$ cat src/rtl/regfile_32x32.sv
// RV32I integer register file: 31 storage registers (x0 hardwired to zero),
// two combinational read ports and one write port with optional forwarding.

module decoder_5to32 (
  input  logic [4:0]  addr,
  output logic [31:0] onehot
);

  generate
    for (genvar gi = 0; gi < 32; gi++) begin : g_dec
      assign onehot[gi] = (addr == 5'(gi));
    end
  endgenerate

endmodule

module regfile_32x32 #(
  parameter int DATA_W    = 32,
  parameter bit BYPASS_EN = 1'b0
) (
  input  logic              clk_i,
  input  logic              rst_i,
  input  logic [4:0]        rs1_addr_i,
  input  logic [4:0]        rs2_addr_i,
  input  logic [4:0]        rd_addr_i,
  input  logic              rd_wren_i,
  input  logic [DATA_W-1:0] rd_data_i,
  output logic [DATA_W-1:0] rs1_data_o,
  output logic [DATA_W-1:0] rs2_data_o
);

  generate
    if (DATA_W != 32) begin : g_width_check
      $error("regfile_32x32: DATA_W must be 32 for RV32I");
    end
  endgenerate

  logic [31:0]       dec_onehot;
  logic [31:1]       we;
  logic [DATA_W-1:0] regs_q [1:31];
  logic              unused_dec_x0;

  decoder_5to32 u_dec (
    .addr   (rd_addr_i),
    .onehot (dec_onehot)
  );

  // x0 has no storage, so its decode line is deliberately left unconnected.
  assign unused_dec_x0 = dec_onehot[0];

  generate
    for (genvar gi = 1; gi < 32; gi++) begin : g_we
      assign we[gi] = dec_onehot[gi] & rd_wren_i;
    end
  endgenerate

  always_ff @(posedge clk_i or posedge rst_i) begin
    if (rst_i) begin
      for (int k = 1; k < 32; k++) begin
        regs_q[k] <= '0;
      end
    end else begin
      for (int k = 1; k < 32; k++) begin
        if (we[k]) begin
          regs_q[k] <= rd_data_i;
        end
      end
    end
  end

  // Reset forces zero on both ports so a pending bypass cannot leak through.
  function automatic logic [DATA_W-1:0] read_port(input logic [4:0] addr);
    logic [DATA_W-1:0] val;
    val = '0;
    if (!rst_i && addr != 5'd0) begin
      val = regs_q[addr];
      if (BYPASS_EN && rd_wren_i && rd_addr_i == addr) begin
        val = rd_data_i;
      end
    end
    return val;
  endfunction

  always_comb begin
    rs1_data_o = read_port(rs1_addr_i);
  end

  always_comb begin
    rs2_data_o = read_port(rs2_addr_i);
  end

endmodule

$ cat config.mk
export PLATFORM = sky130hd
export DESIGN_NAME = regfile_32x32
export DESIGN_NICKNAME = d
export VERILOG_FILES = /design/src/rtl/regfile_32x32.sv
export SDC_FILE = /design/constraint.sdc
export NUM_CORES = 2
export LEC_CHECK = 0
export CAP_MARGIN = 0
export CORE_MARGIN = 1
export CORE_UTILIZATION = 40
export DETAILED_ROUTE_END_ITERATION = 8
export SLEW_MARGIN = 40
export SYNTH_ARGS = -nofsm -noshare
export SYNTH_HDL_FRONTEND = slang
export SYNTH_HIERARCHICAL = 1
export SYNTH_SLANG_ARGS = --single-unit
$ cat constraint.sdc
create_clock -name clk_i -period 57 [get_ports clk_i]
set_input_delay 11.4 -clock clk_i [delete_from_list [all_inputs] [get_ports clk_i]]
set_output_delay 11.4 -clock clk_i [all_outputs]
set_load 0.005 [all_outputs]
==> flow_summary.json <==
{
  "outcome": "finished, violations left",
  "violations": "DRC",
  "finalWeightedCongestion": 0.793,
  "setup_total_negative_slack_ns": 0,
  "coreArea_um2": 134000,
  "maxClockFrequency_ghz": 0.0361,
  "die_x_um": 369,
  "die_area_um2": 136000,
  "postSynthAreaPerCell_um2": 14.1,
  "antenna_found_initial": 6,
  "worstMarginPinSlew_ns": 0.922,
  "worst_hold_path.endpoint": "regs_q[74]",
  "crit_path_max_incr_delay_ns": 0.88,
  "ys.warnings.count": 6,
  "maximum_number_of_pins_on_one_net_before_global_route_repair": 152,
  "r2r_end": "regs_q[814]",
  "highest-signal-layer": "met5",
  "worst_clock_skew_ns": 0,
  "hold_buffers": 0,
  "timing.slew.headroom": 0.385,
  "cts.htree.levels": 3,
  "grt_first_pass_wirelength_um": 260000,
  "ioPinCount": 114,
  "cell_internal_pwr_uw": 1530,
  "largest_register_ff_count": 992,
  "met3WireLength_um": 11900,
  "pwr-share-seq": 0.448,
  "worst-endpoint-arrival_ns": 16.29,
  "cp-end-kind": "output pin",
  "hp_start": "regs_q[74]",
  "final.min_clock_period_ns": 27.69,
  "clkPwrFrac": 0.353,
  "synth_nets": 3883,
  "timing_worst_setup_path_type": "in -> out",
  "timing.final.hold_violations": 0,
  "detail_route.first_pass.iterations": 7,
  "crit_path_max_fanout": 62,
  "gr-usage-all-layers": 0.263,
  "max-cap-violations": 0,
  "detail_route.vias_per_cell": 6.36,
  "placedCellCount": 5385,
  "post_synth_inst_count": 3833,
  "cts.clk_slew.worst_paths_ns": 0.05,
  "rsz_0062_raised_after_global_routing": "no",
  "switchingPower_uw": 594,
  "fillerInstances": 11900,
  "comb_power_share": 0.199,
  "tritoncts_clock_tree": "yes",
  "worst_setup_path_start_kind": "input pin",
  "min_path_type": "reg -> reg",
  "postCtsSetupBuffers": 0,
  "detailed_place_hpwl_um": 97500,
  "port_buffers": 113,
  "synth.cell_area_um2": 53900,
  "ratio_of_cells_with_drive_above_1_in_the_final_layout": 0.447,
  "grt_pass1_vias": 35900,
  "largest_registers": "regs_q (992)",
  "ff2ff_path_depth": 1,
  "areal_power_density_over_the_cells_nw_per_um2": 35.2,
  "finalSetupViolCount": 0,
  "cts_resized": 0,
  "cp_common_cell": "sky130_fd_sc_hd__buf_4",
  "rows": 134,
  "critical_path_buf_inv_count": 6,
  "reg2reg_start": "regs_q[814]",
  "cp_data_required_time_ns": 45.60,
  "cell_with_the_largest_stage_delay_on_the_worst_path": "sky130_fd_sc_hd__clkdlybuf4s50_1",
  "die_height_um": 369,
  "power.ir.vdd_worst_v": 0.0000256,
  "iteration_0_drc_count_of_the_detailed_router": 3197,
  "cts_max_path_buffers": 3,
  "postRouteWirelength_um": 180000,
  "ff2ff_setup_slack_ns": 56.19,
  "via_count": 35600,
  "detail-route-antenna-nets": 0,
  "starting_density_of_the_core": 0.404,
  "cp_top_family": "buffers and inverters",
  "fin_nets": 3784,
  "total_leakage_power_uw": 0.0264,
  "clock_sink_count": 992,
  "hold_depth": 1,
  "drcViolationCount": 14,
  "critical_path.cell_chain": "buf_8 -> buf_4 -> buf_12 -> buf_4 -> buf_4 -> mux2_2 -> a221oi_1 -> nor3_1 -> a211oi_1 -> a2111oi_0 -> clkdlybuf4s50_1",
  "layout-area-overhead-vs-synth_pct": 11.6,
  "swShare": 0.280,
  "sum_of_met2_wire_segment_lengths_after_detailed_routing_um": 82800,
  "grt-ovfl-total": 0,
  "cts_made_buffers": 111,
  "drt-wirelength-per-cell_um": 32.1,
  "top_register": "regs_q",
  "clk_root_buffer_cell": "sky130_fd_sc_hd__clkbuf_16",
  "route.layer.met1.wl_um": 78300,
  "layoutNonFillerInstCount": 5596,
  "finalMaxSlewViolations": 0,
  "final.period_utilization": 0.486,
  "clk-insertion-delay-late_ns": 0.74
}
[how the worst max path moves through the flow]
stage,startpoint,to,depth (start not counted)
floorplan,rst_i,rs2_data_o[0],4
global placement,rs2_addr_i[1],rs2_data_o[29],9
detailed placement,rs2_addr_i[1],rs2_data_o[29],10
CTS,rs2_addr_i[1],rs2_data_o[29],10
global route,rs2_addr_i[1],rs2_data_o[20],11
finish,rs2_addr_i[1],rs2_data_o[20],11
[power groups by stage]
stage | sequential, uW | combinational, uW | clock (uW)
4_1_cts | 943 | 423 | 761
6_report | 948 | 422 | 749
5_1_grt | 964 | 452 | 791
3_3_place_gp | 952 | 414 | 0
3_5_place_dp | 955 | 421 | 0
2_1_floorplan | 921 | 332 | 0
[area by class of cell]
class                      instances  area, um2  area share
multi-input combinational       2402      27400       0.455
clock inverter                    52        666      0.0111
antenna                            1       2.50   0.0000416
timing repair buffer             196       1830      0.0304
sequential                       992      24800       0.412
clock buffer                     154       3140      0.0521
tap                             1768       2210      0.0367
inverter                          31        124     0.00206
[placed cells by master (no fill, tap or decap), types with 31 or more instances in the layout]
cell type	count
sky130_fd_sc_hd__a221oi_1	65
sky130_fd_sc_hd__nand4_1	31
sky130_fd_sc_hd__mux2_2	1046
sky130_fd_sc_hd__o21ai_0	52
sky130_fd_sc_hd__a22oi_1	42
sky130_fd_sc_hd__o22ai_1	42
sky130_fd_sc_hd__nand2_1	72
sky130_fd_sc_hd__mux4_2	294
sky130_fd_sc_hd__buf_2	34
sky130_fd_sc_hd__mux4_1	36
sky130_fd_sc_hd__clkdlybuf4s50_1	70
sky130_fd_sc_hd__a211oi_1	43
sky130_fd_sc_hd__buf_4	59
sky130_fd_sc_hd__nor2b_1	44
sky130_fd_sc_hd__dfrtp_1	992
sky130_fd_sc_hd__nor2_1	75
sky130_fd_sc_hd__a32oi_1	31
sky130_fd_sc_hd__clkbuf_16	112
sky130_fd_sc_hd__mux2i_1	351
[metrics by stage]
step	area (um2)	hold slack [ns]	total power, uW	util	setup WS (ns)
3_5_place_dp	56300	0.510	1380	0.421	29.24
5_1_grt	60200	0.537	2210	0.451	29.08
4_1_cts	60100	0.523	2130	0.450	29.24
2_1_floorplan	53900	0.488	1250	-	7.97
3_3_place_gp	56200	0.500	1370	0.421	29.10
6_report	60200	0.520	2120	0.451	29.31
[per-layer routing]
metal | GRT usage | vias to the layer above
met1 | 0.365 | 19400
met4 | 0.0902 | 2
met3 | 0.0510 | 331
met5 | 0 | -
li1 | - | 14500
met2 | 0.411 | 1356
(Power assumes the default switching activity.)
